### config.mk
export PLATFORM = sky130hd
export DESIGN_NAME = id_ex_pipe
export DESIGN_NICKNAME = d
export VERILOG_FILES = /design/src/rtl/id_ex_pipe.sv
export SDC_FILE = /design/constraint.sdc
export NUM_CORES = 1
export LEC_CHECK = 0
export CAP_MARGIN = 25
export CORE_ASPECT_RATIO = 1.4
export CORE_MARGIN = 1
export CORE_UTILIZATION = 41
export DETAILED_ROUTE_END_ITERATION = 6
export GPL_ROUTABILITY_DRIVEN = 1
export PLACE_DENSITY = 0.89
export SYNTH_ARGS = -nofsm -noshare
export SYNTH_HDL_FRONTEND = slang
export SYNTH_SLANG_ARGS = --single-unit
export TNS_END_PERCENT = 1
### constraint.sdc
create_clock -name clk_i -period 0.95 [get_ports clk_i]
set_clock_uncertainty 0.1 [all_clocks]
set_input_delay 0.1425 -clock clk_i [delete_from_list [all_inputs] [get_ports clk_i]]
set_output_delay 0.1425 -clock clk_i [all_outputs]
set_load 0.005 [all_outputs]
### src/rtl/id_ex_pipe.sv
//------------------------------------------------------------------------------
// Module      : id_ex_pipe
// Description : ID/EX pipeline register. Supports stall (hold everything),
//               flush (squash the whole slot) and load-use bubble (squash the
//               control fields but keep the operands). Optional saturating
//               bubble counter enabled by the STALL_CNT_EN macro.
// Revision    : 1.0 - initial release
//------------------------------------------------------------------------------
`timescale 1ns/1ps
`default_nettype none

module id_ex_pipe #(
  parameter int DATA_W = 32
) (
  input  logic              clk_i,
  input  logic              rst_i,
  input  logic              stall_i,
  input  logic              bubble_i,
  input  logic              flush_i,
  input  logic [8:0]        ctrl_i,
  input  logic [DATA_W-1:0] rs_data_i,
  input  logic [DATA_W-1:0] rt_data_i,
  input  logic [DATA_W-1:0] imm_i,
  input  logic [4:0]        rs_i,
  input  logic [4:0]        rt_i,
  input  logic [4:0]        rd_i,
  output logic [8:0]        ctrl_o,
  output logic [DATA_W-1:0] rs_data_o,
  output logic [DATA_W-1:0] rt_data_o,
  output logic [DATA_W-1:0] imm_o,
  output logic [4:0]        rs_o,
  output logic [4:0]        rt_o,
  output logic [4:0]        rd_o,
  output logic              mem_read_o,
`ifdef STALL_CNT_EN
  output logic [15:0]       bubble_cnt_o,
`endif
  output logic              valid_o
);

  // Index of MemRead inside the control bundle.
  localparam int MEM_READ_BIT = 6;

  // A bubble is only inserted when neither a stall nor a flush takes priority.
  logic do_bubble;
  assign do_bubble = bubble_i && !stall_i && !flush_i;

  // Control fields and valid flag: stall > flush > bubble > normal load.
  always_ff @(posedge clk_i or negedge rst_i) begin
    if (!rst_i) begin
      ctrl_o  <= '0;
      valid_o <= 1'b0;
    end else if (stall_i) begin
      ctrl_o  <= ctrl_o;
      valid_o <= valid_o;
    end else if (flush_i || bubble_i) begin
      ctrl_o  <= '0;
      valid_o <= 1'b0;
    end else begin
      ctrl_o  <= ctrl_i;
      valid_o <= 1'b1;
    end
  end

  // Operand and register-number fields: a bubble still loads them so that
  // downstream forwarding comparisons see defined values; a flush zeroes them.
  always_ff @(posedge clk_i or negedge rst_i) begin
    if (!rst_i) begin
      rs_data_o <= '0;
      rt_data_o <= '0;
      imm_o     <= '0;
      rs_o      <= '0;
      rt_o      <= '0;
      rd_o      <= '0;
    end else if (stall_i) begin
      rs_data_o <= rs_data_o;
      rt_data_o <= rt_data_o;
      imm_o     <= imm_o;
      rs_o      <= rs_o;
      rt_o      <= rt_o;
      rd_o      <= rd_o;
    end else if (flush_i) begin
      rs_data_o <= '0;
      rt_data_o <= '0;
      imm_o     <= '0;
      rs_o      <= '0;
      rt_o      <= '0;
      rd_o      <= '0;
    end else begin
      rs_data_o <= rs_data_i;
      rt_data_o <= rt_data_i;
      imm_o     <= imm_i;
      rs_o      <= rs_i;
      rt_o      <= rt_i;
      rd_o      <= rd_i;
    end
  end

  // MemRead comes straight from the control register; it is zero whenever the
  // slot is invalid because every invalidating path clears the control fields.
  assign mem_read_o = ctrl_o[MEM_READ_BIT];

`ifdef STALL_CNT_EN
  // Saturating count of inserted load-use bubbles.
  always_ff @(posedge clk_i or negedge rst_i) begin
    if (!rst_i) begin
      bubble_cnt_o <= '0;
    end else if (do_bubble && (bubble_cnt_o != 16'hFFFF)) begin
      bubble_cnt_o <= bubble_cnt_o + 16'd1;
    end
  end
`else
  // Without the counter the bubble qualifier has no consumer.
  logic unused_bubble;
  assign unused_bubble = do_bubble;
`endif

endmodule

`default_nettype wire

# [Yosys cells after proc, flatten, opt, wreduce, memory -nomap -nowiden]
# Index checks and enable logic that the tools add are counted.
[classes] mux=8 reduce_logical=1
[ops] cell="$mux 32" count=3
[ops] cell="$mux 5" count=3
[ops] cell="$mux 9" count=1
[ops] cell="$logic_or 1x1->1" count=1
[ops] cell="$mux 1" count=1
[word_totals] register_bits=121 wordCells=17

# [Longest topological paths before layout]
# Gate-level depths: netlist of run 1.
[depth] ltp_word=2 depth_mapped=5 depth_no_buf=2

# [Worst setup path after synthesis of run 1]
# No wires, ideal clock.
[synth_timing] kind="in2reg" start="in stall_i" end="reg valid_o" t_arrival_ns=0.722 required_time_ns=0.725 setup_slack_ns=0.004 cell_stages=3 path_buffers=2 cell_sequence="buf_6 -> buf_6 -> mux2_2"
[synth_lines] item="start, declared" line_no="17" source="input logic stall_i,"
[synth_lines] item="end signal, assigned" line_no="55" source="valid_o <= valid_o;"
[synth_lines] item="end, declared" line_no="38" source="output logic valid_o"
# No word-level cell between the ends.

# [Worst setup path in the final report of run 1]
[layout_timing] start="reg ctrl_o[6]" end="out ctrl_o[6]"
[layout_lines] item="start, declared" line_no="27" source="output logic [8:0] ctrl_o,"
[layout_lines] item="start signal, assigned" line_no="54" source="ctrl_o <= ctrl_o;"
[layout_lines] item="start signal, assigned" line_no="60" source="ctrl_o <= ctrl_i;"
# No word-level cell between the ends.

==> key figures, run 1 <==
Outcome
  – Status: complete, but fails checks
  – Failing checks: negative setup slack

Synth
  – Avg Cell Area, Syn: 9.99 um2
  – Count leader, synth: dfrtp_1
  – Post-synthesis cell count: 512
  – Flops & latches, synth: 121
  – Most area-consuming cells after synthesis: dfrtp_1 (59%), nand2b_1 (13%), nand2_1 (8.1%), o21ai_1 (7.8%), buf_6 (3.3%)
  – Top post-synthesis cells by count: dfrtp_1 (121), nand2_1 (110), nand2b_1 (110)
  – Ys Warns: 0
  – Post-synth EDFFs: 0
  – Seq/Total Area, Yosys: 59.2%
  – Cell variety after synth: 15
  – Yosys top cell by area: dfrtp_1
  – Main synth FF type: dfrtp_1
  – Ys async rst share: 100%
  – Synthesized area: 5110 um2
  – Top cell type's share of synthesized area: 59.2%
  – Post-Syn Nets: 637

Timing
  – Min Tclk post-route: 1.27 ns
  – Max_slew headroom: 74.8%
  – Max-slew violation count: 0
  – Setup_tns: -23.33 ns
  – RSZ-0062 raised after global routing: yes
  – Final Worst Setup Slack: -0.324 ns
  – Hold Fails Final Rpt: 0
  – # setup viols final: 122
  – Fmax: 785 MHz
  – Slew @ Worst Pin: 0.377 ns
  – Fin crit share: 134%

Cells and area
  – NumNets Final: 906
  – Multi-input gate area: 1820 um2
  – P&R area growth vs syn: 55.2%
  – Register area: 3030 um2
  – Antenna cell count: 0
  – Fill cells: 957
  – Final Core Density: 66.2%
  – Fraction of final layout cells sized beyond drive strength 1: 24.8%

Routing
  – Vias: 4593
  – DR iter-0 viols: 118
  – WL per Instance: 15.7 um
  – Final WL: 14.7 mm
  – Final ANT Viol Nets: 0
  – Via density per instance: 4.89
  – DRC: 0
  – Initial DRT Pass Iterations: 5

Setup path
  – Critical path endpoint category: output pin
  – Slowest stage cell, crit path: dfrtp_1
  – Kind of critical path: flip-flop to output pin
  – Buf+Inv Stages, Crit Path: 2
  – Max incr delay on CP: 0.40 ns
  – CP Launch Type: flip-flop
  – Most frequent CP cell: buf_6
  – Arrival @ worst endpoint: 1.03 ns
  – Worst path required time: 0.71 ns
  – Crit path max fanout: 2
  – CP top delay family: flip-flops
  – Cell breakdown of the critical path: buf_6 > buf_6

Clock tree
  – TritonCTS buffer count: 17
  – CTS tree: yes
  – Worst skew pair latency: 0.39 ns
  – Clock slew seen by the registers of the worst setup and hold paths: 0.05 ns
  – Worst-case clock buffer depth: 2
  – CTS Root Cell: clkbuf_16
  – H-tree levels: 4
  – CTS sink count: 121

Placement
  – Detailed Place HPWL: 10.2 mm
  – Buffers added on ports: 246
  – Gpl congestion: 0.778

Pwr
  – Power Total: 14.3 mW
  – Worst VDD drop: 1.42 mV
  – Pwr dens: 1800 nW/um2
  – Leak: 3.81 nW

Die
  – Std cell rows: 47
  – IO Count: 247
  – Die Y: 134 um
  – Die W: 96.4 um
  – Die area: 12900 um2
  – Core box area: 12000 um2
  – Initial core utilization: 42.6%

GRT
  – Initial antenna violation count: 0
  – First-pass GRT wire length: 22.3 mm
  – Vias in the first global route: 4655
  – Total global routing overflow: 0
  – Largest net degree at the start of global routing: 99
  – GR Util All Layers: 23.0%

Job
  – Max Cap Viol: 0

Hold path
  – Type of the worst min-delay path: primary input to asynchronous set/reset pin
worst paths after layout:
check | startpoint | endpoint | slack, ns | cells after the start
max | ctrl_o[6] | ctrl_o[6] | -0.32 | 2
min | rst_i | rs_data_o[14] | 0.03 | 2
max reg2reg | ctrl_o[6] | ctrl_o[6] | 0.01 | 2
min reg2reg | imm_o[8] | imm_o[8] | 0.38 | 2
max in group asynchronous | rst_i | rt_data_o[20] | 0.19 | 3
min in group clk_i | stall_i | imm_o[16] | 0.03 | 3
sequential cells by signal (all words and copies together), names as in the netlist:
register / flops
valid_o: 1
rs_data_o: 32
rt_o: 5
ctrl_o: 9
rd_o: 5
rt_data_o: 32
imm_o: 32
rs_o: 5
cell type report:
type	count	share of cell area [%]
repair buffers	289	29.0
clock buffers	23	6.15
multi-input cells	352	22.9
flip-flops and latches	121	38.1
clock inverters	8	1.48
well taps	147	2.32
where the power goes:
| group | switching [mW] | internal, mW | leakage [nW] |
|---|---|---|---|
| combinational | 0.899 | 1.18 | 1.93 |
| sequential | 0.213 | 5.55 | 1.58 |
| clock | 2.11 | 4.37 | 0.299 |
| total | 3.22 | 11.1 | 3.81 |
logic make-up after synthesis:
family	count (synthesis)	share of synthesized area (%)
multiplexers	1	0.220
AO/OA/AOI/OAI	120	12.5
flip-flops	121	59.2
AND/OR/NAND/NOR	231	22.8
buffers and inverters	39	5.28
cell usage in the layout (no fill, tap or decap), drive strengths merged:
master	Yosys	layout
mux2	1	1
nand2b	110	110
nor2	2	2
buf	17	109
nand2	110	110
dfrtp	121	121
bufinv	0	3
dlygate4sd3	0	2
clkdlybuf4s50	0	121
clkbuf	22	80
a22o	10	10
clkinvlp	0	1
o21ai	110	110
nor2b	9	9
clkinv	0	4
stage by stage:
step | setup slack [ns] | instance area, um2 | hold WS (ns) | cells
after floorplan | 0.00363 | 5110 | -0.253 | 512
after global placement | -0.360 | 7700 | -0.113 | 882
after detailed placement | -0.393 | 7700 | -0.111 | 882
after CTS | -0.329 | 8210 | 0.0122 | 940
after global routing | -0.374 | 7940 | 0.0212 | 940
final | -0.324 | 7940 | 0.0253 | 940
timing repair:
action                                  4_1_cts  5_1_grt
buffers inserted                             25        0
hold buffers                                  2        0
pin swaps                                     3        3
gates cloned                                  0        0
endpoints found under the setup margin      124      129
hold endpoints to repair                    122        0
resized for setup                           373       59
metal layers:
layer | wire (um) | share of wire (%) | up-vias | GRT usage, %
li1 | - | - | 2190 | -
met1 | 5210 | 35 | 2145 | 23.2
met2 | 7720 | 52 | 207 | 40.8
met3 | 1170 | 7.9 | 51 | 7.37
met4 | 630 | 4.3 | 0 | 12.4
met5 | 0 | 0 | - | 0
Power figures use the tool's default switching activity.
==> run 2, diff against run 1 <==
CTS_BUF_LIST = sky130_fd_sc_hd__clkbuf_16   (was not set)
==> run 2 against run 1 <==
The flow still finishes with violations (negative setup slack). Sequential power barely moved. Core utilization fell by 0.33 points. Worst setup slack improved by 0.0021 ns. Non-clock buffer count did not move. Clock power fell by 5.6%. Maximum frequency rose by 0.17%. Register-to-register slack barely moved. Via count fell by 0.48%. Routed wire length barely moved. Hold slack got worse by 0.0017 ns. Cell count did not move. Critical path type unchanged.
==> key figures, run 2 (synthesis gave the netlist of run 1 again) <==
Timing
  – Fin crit share: 134% (-0.22 points)
  – Max-slew violation count: 0 (unchanged)
  – Hold Fails Final Rpt: 0 (unchanged)
  – RSZ-0062 raised after global routing: yes
  – Min Tclk post-route: 1.27 ns (-0.00213 ns)
  – Max_slew headroom: 74.8% (-0.083 points)
  – # setup viols final: 122 (unchanged)
  – Slew @ Worst Pin: 0.379 ns (+0.00124 ns)
  – Fmax: 787 MHz (+0.17%)
  – Final Worst Setup Slack: -0.321 ns (+0.00213 ns)

GRT
  – Total global routing overflow: 0 (unchanged)
  – Largest net degree at the start of global routing: 99 (unchanged)
  – Vias in the first global route: 4654 (-0.021%)
  – Initial antenna violation count: 0 (unchanged)
  – GR Util All Layers: 22.9% (-0.047 points)
  – First-pass GRT wire length: 22.2 mm (-0.16%)

Die
  – IO Count: 247 (unchanged)
  – Core box area: 12000 um2 (unchanged)
  – Die Y: 134 um (unchanged)
  – Die W: 96.4 um (unchanged)
  – Die area: 12900 um2 (unchanged)
  – Std cell rows: 47 (unchanged)
  – Initial core utilization: 42.6% (unchanged)

Setup path
  – CP Launch Type: flip-flop
  – Kind of critical path: flip-flop to output pin
  – FF-to-FF path depth: 2 (unchanged)
  – R2r setup slk: 0.01 ns (about the same)
  – Critical path endpoint category: output pin
  – Arrival @ worst endpoint: 1.03 ns (about the same)
  – Reg2reg end: ctrl_o[7]
  – Worst path required time: 0.71 ns (about the same)
  – Reg-to-reg startpoint: ctrl_o[7]
  – Crit path max fanout: 2 (unchanged)

Placement
  – Placed cells: 882 (unchanged)
  – Gpl congestion: 0.778 (unchanged)
  – Buffers added on ports: 246 (unchanged)
  – Detailed Place HPWL: 10.2 mm (unchanged)

Cells and area
  – Fill cells: 959 (+0.21%)
  – Post-Layout Cell Count: 940 (unchanged)
  – P&R area growth vs syn: 54.4%
  – Register area: 3030 um2 (unchanged)
  – Commonest cells after routing, fill and taps aside: dfrtp_1 (121), clkdlybuf4s50_1 (121), nand2b_1 (110), nand2_1 (110), o21ai_1 (80)
  – Fraction of final layout cells sized beyond drive strength 1: 24.3% (-0.50 points)
  – Registers with the most flip-flops: imm_o (32), rs_data_o (32), rt_data_o (32)
  – Multi-input gate area: 1820 um2 (unchanged)
  – Antenna cell count: 0 (unchanged)
  – NumNets Final: 906 (unchanged)

Hold path
  – Type of the worst min-delay path: primary input to asynchronous set/reset pin

Routing
  – Final ANT Viol Nets: 0 (unchanged)
  – Initial DRT Pass Iterations: 6 (+1)
  – DR iter-0 viols: 107 (-9.3%)
  – Via density per instance: 4.86 (-0.48%)
  – DRC: 0 (unchanged)
  – Vias: 4571 (-0.48%)
  – WL per Instance: 15.7 um (about the same)
  – Final WL: 14.7 mm (about the same)

Outcome
  – Status: complete, but fails checks
  – Failing checks: negative setup slack

Pwr
  – Internal: 10.8 mW (-3.1%)
  – Pwr dens: 1770 nW/um2 (-2.0%)
  – Clock power frac: 43.8% (-1.4 points)
  – Flop pwr share: 41.3% (+1.0 points)
  – Psw: 3.21 mW (-0.34%)
  – Sw frac: 23.0% (+0.50 points)
  – Combinational power share: 14.9% (+0.4 points)
  – Power Total: 14.0 mW (-2.5%)
  – Worst VDD drop: 1.42 mV (about the same)
  – Leak: 3.80 nW (-0.37%)

Job
  – Max Cap Viol: 0 (unchanged)

Clock tree
  – CTS sink count: 121 (unchanged)
  – Worst-case clock buffer depth: 2 (unchanged)
  – CTS Root Cell: clkbuf_16
  – TritonCTS buffer count: 17 (unchanged)
  – H-tree levels: 4 (unchanged)
  – Worst skew pair latency: 0.39 ns (about the same)
  – CTS tree: yes
  – Clock slew seen by the registers of the worst setup and hold paths: 0.05 ns (about the same)
-- run 2: cell types whose count changed in the layout (fill, tap and decap cells not counted), sizes merged --
cell	change
clkbuf	-6
clkinv	+4
inv	+2
-- run 2: power groups by stage --
stage	registers (mW)	logic, mW	clock network [mW]
6_report	5.77	2.08	6.12
3_3_place_gp	5.82	2.25	0
5_1_grt	5.80	2.27	6.53
2_1_floorplan	5.87	0.671	0
4_1_cts	5.76	2.18	6.27
3_5_place_dp	5.85	2.32	0
-- run 2: worst max-delay path, stage by stage (launching register included) --
cell and delay (ns):
dfrtp_1 0.40, buf_6 0.13, buf_6 0.10
-- run 2: worst max-delay path by stage --
stage	to	start	cells after the start	slack, ns
finish	ctrl_o[6]	ctrl_o[6]	2	-0.32
global route	ctrl_o[6]	ctrl_o[6]	2	-0.37
CTS	ctrl_o[6]	ctrl_o[6]	2	-0.33
detailed placement	valid_o	bubble_i	3	-0.39
global placement	valid_o	bubble_i	3	-0.36
floorplan	valid_o	stall_i	3	0.004
-- run 2: area by class of cell --
type / instances / area share, %
clock buffers: 17 / 5.39
well taps: 147 / 2.33
repair buffers: 289 / 29.1
clock inverters: 14 / 1.77
flip-flops and latches: 121 / 38.3
multi-input cells: 352 / 23.1
-- run 2: timing repair --
action,4_1_cts,5_1_grt
endpoints found under the hold margin,122,0
endpoints found under the setup margin,124,129
pin swaps,3,3
buffers inserted,25,0
hold buffers,2,0
resized for setup,373,59
gates cloned,0,0
-- run 2: metrics by stage --
stage / setup TNS (ns) / util [%] / setup WS (ns) / hold slack, ns / instance area, um2
2_1_floorplan: 0 / - / 0.00363 / -0.253 / 5110
3_3_place_gp: -27.27 / 64.2 / -0.360 / -0.113 / 7700
4_1_cts: -30.70 / 68.1 / -0.330 / 0.0107 / 8170
3_5_place_dp: -34.25 / 64.2 / -0.393 / -0.111 / 7700
5_1_grt: -28.48 / 65.8 / -0.373 / 0.0214 / 7900
6_report: -23.42 / 65.8 / -0.321 / 0.0236 / 7900
-- run 2: per-layer routing --
metal	vias to the layer above	wire length (um)	part of all wire, %	track usage [%]
met3	51	1180	8.0	7.37
met1	2125	5200	35	23.1
met2	205	7690	52	40.6
li1	2190	-	-	-
met4	0	642	4.4	12.7
met5	-	0	0	0
==> run 3, diff against run 2 <==
CAP_MARGIN = not set   (was 25)
==> results of run 3 <==
The final DEF is identical to that of run 2; final timing and power are the same.
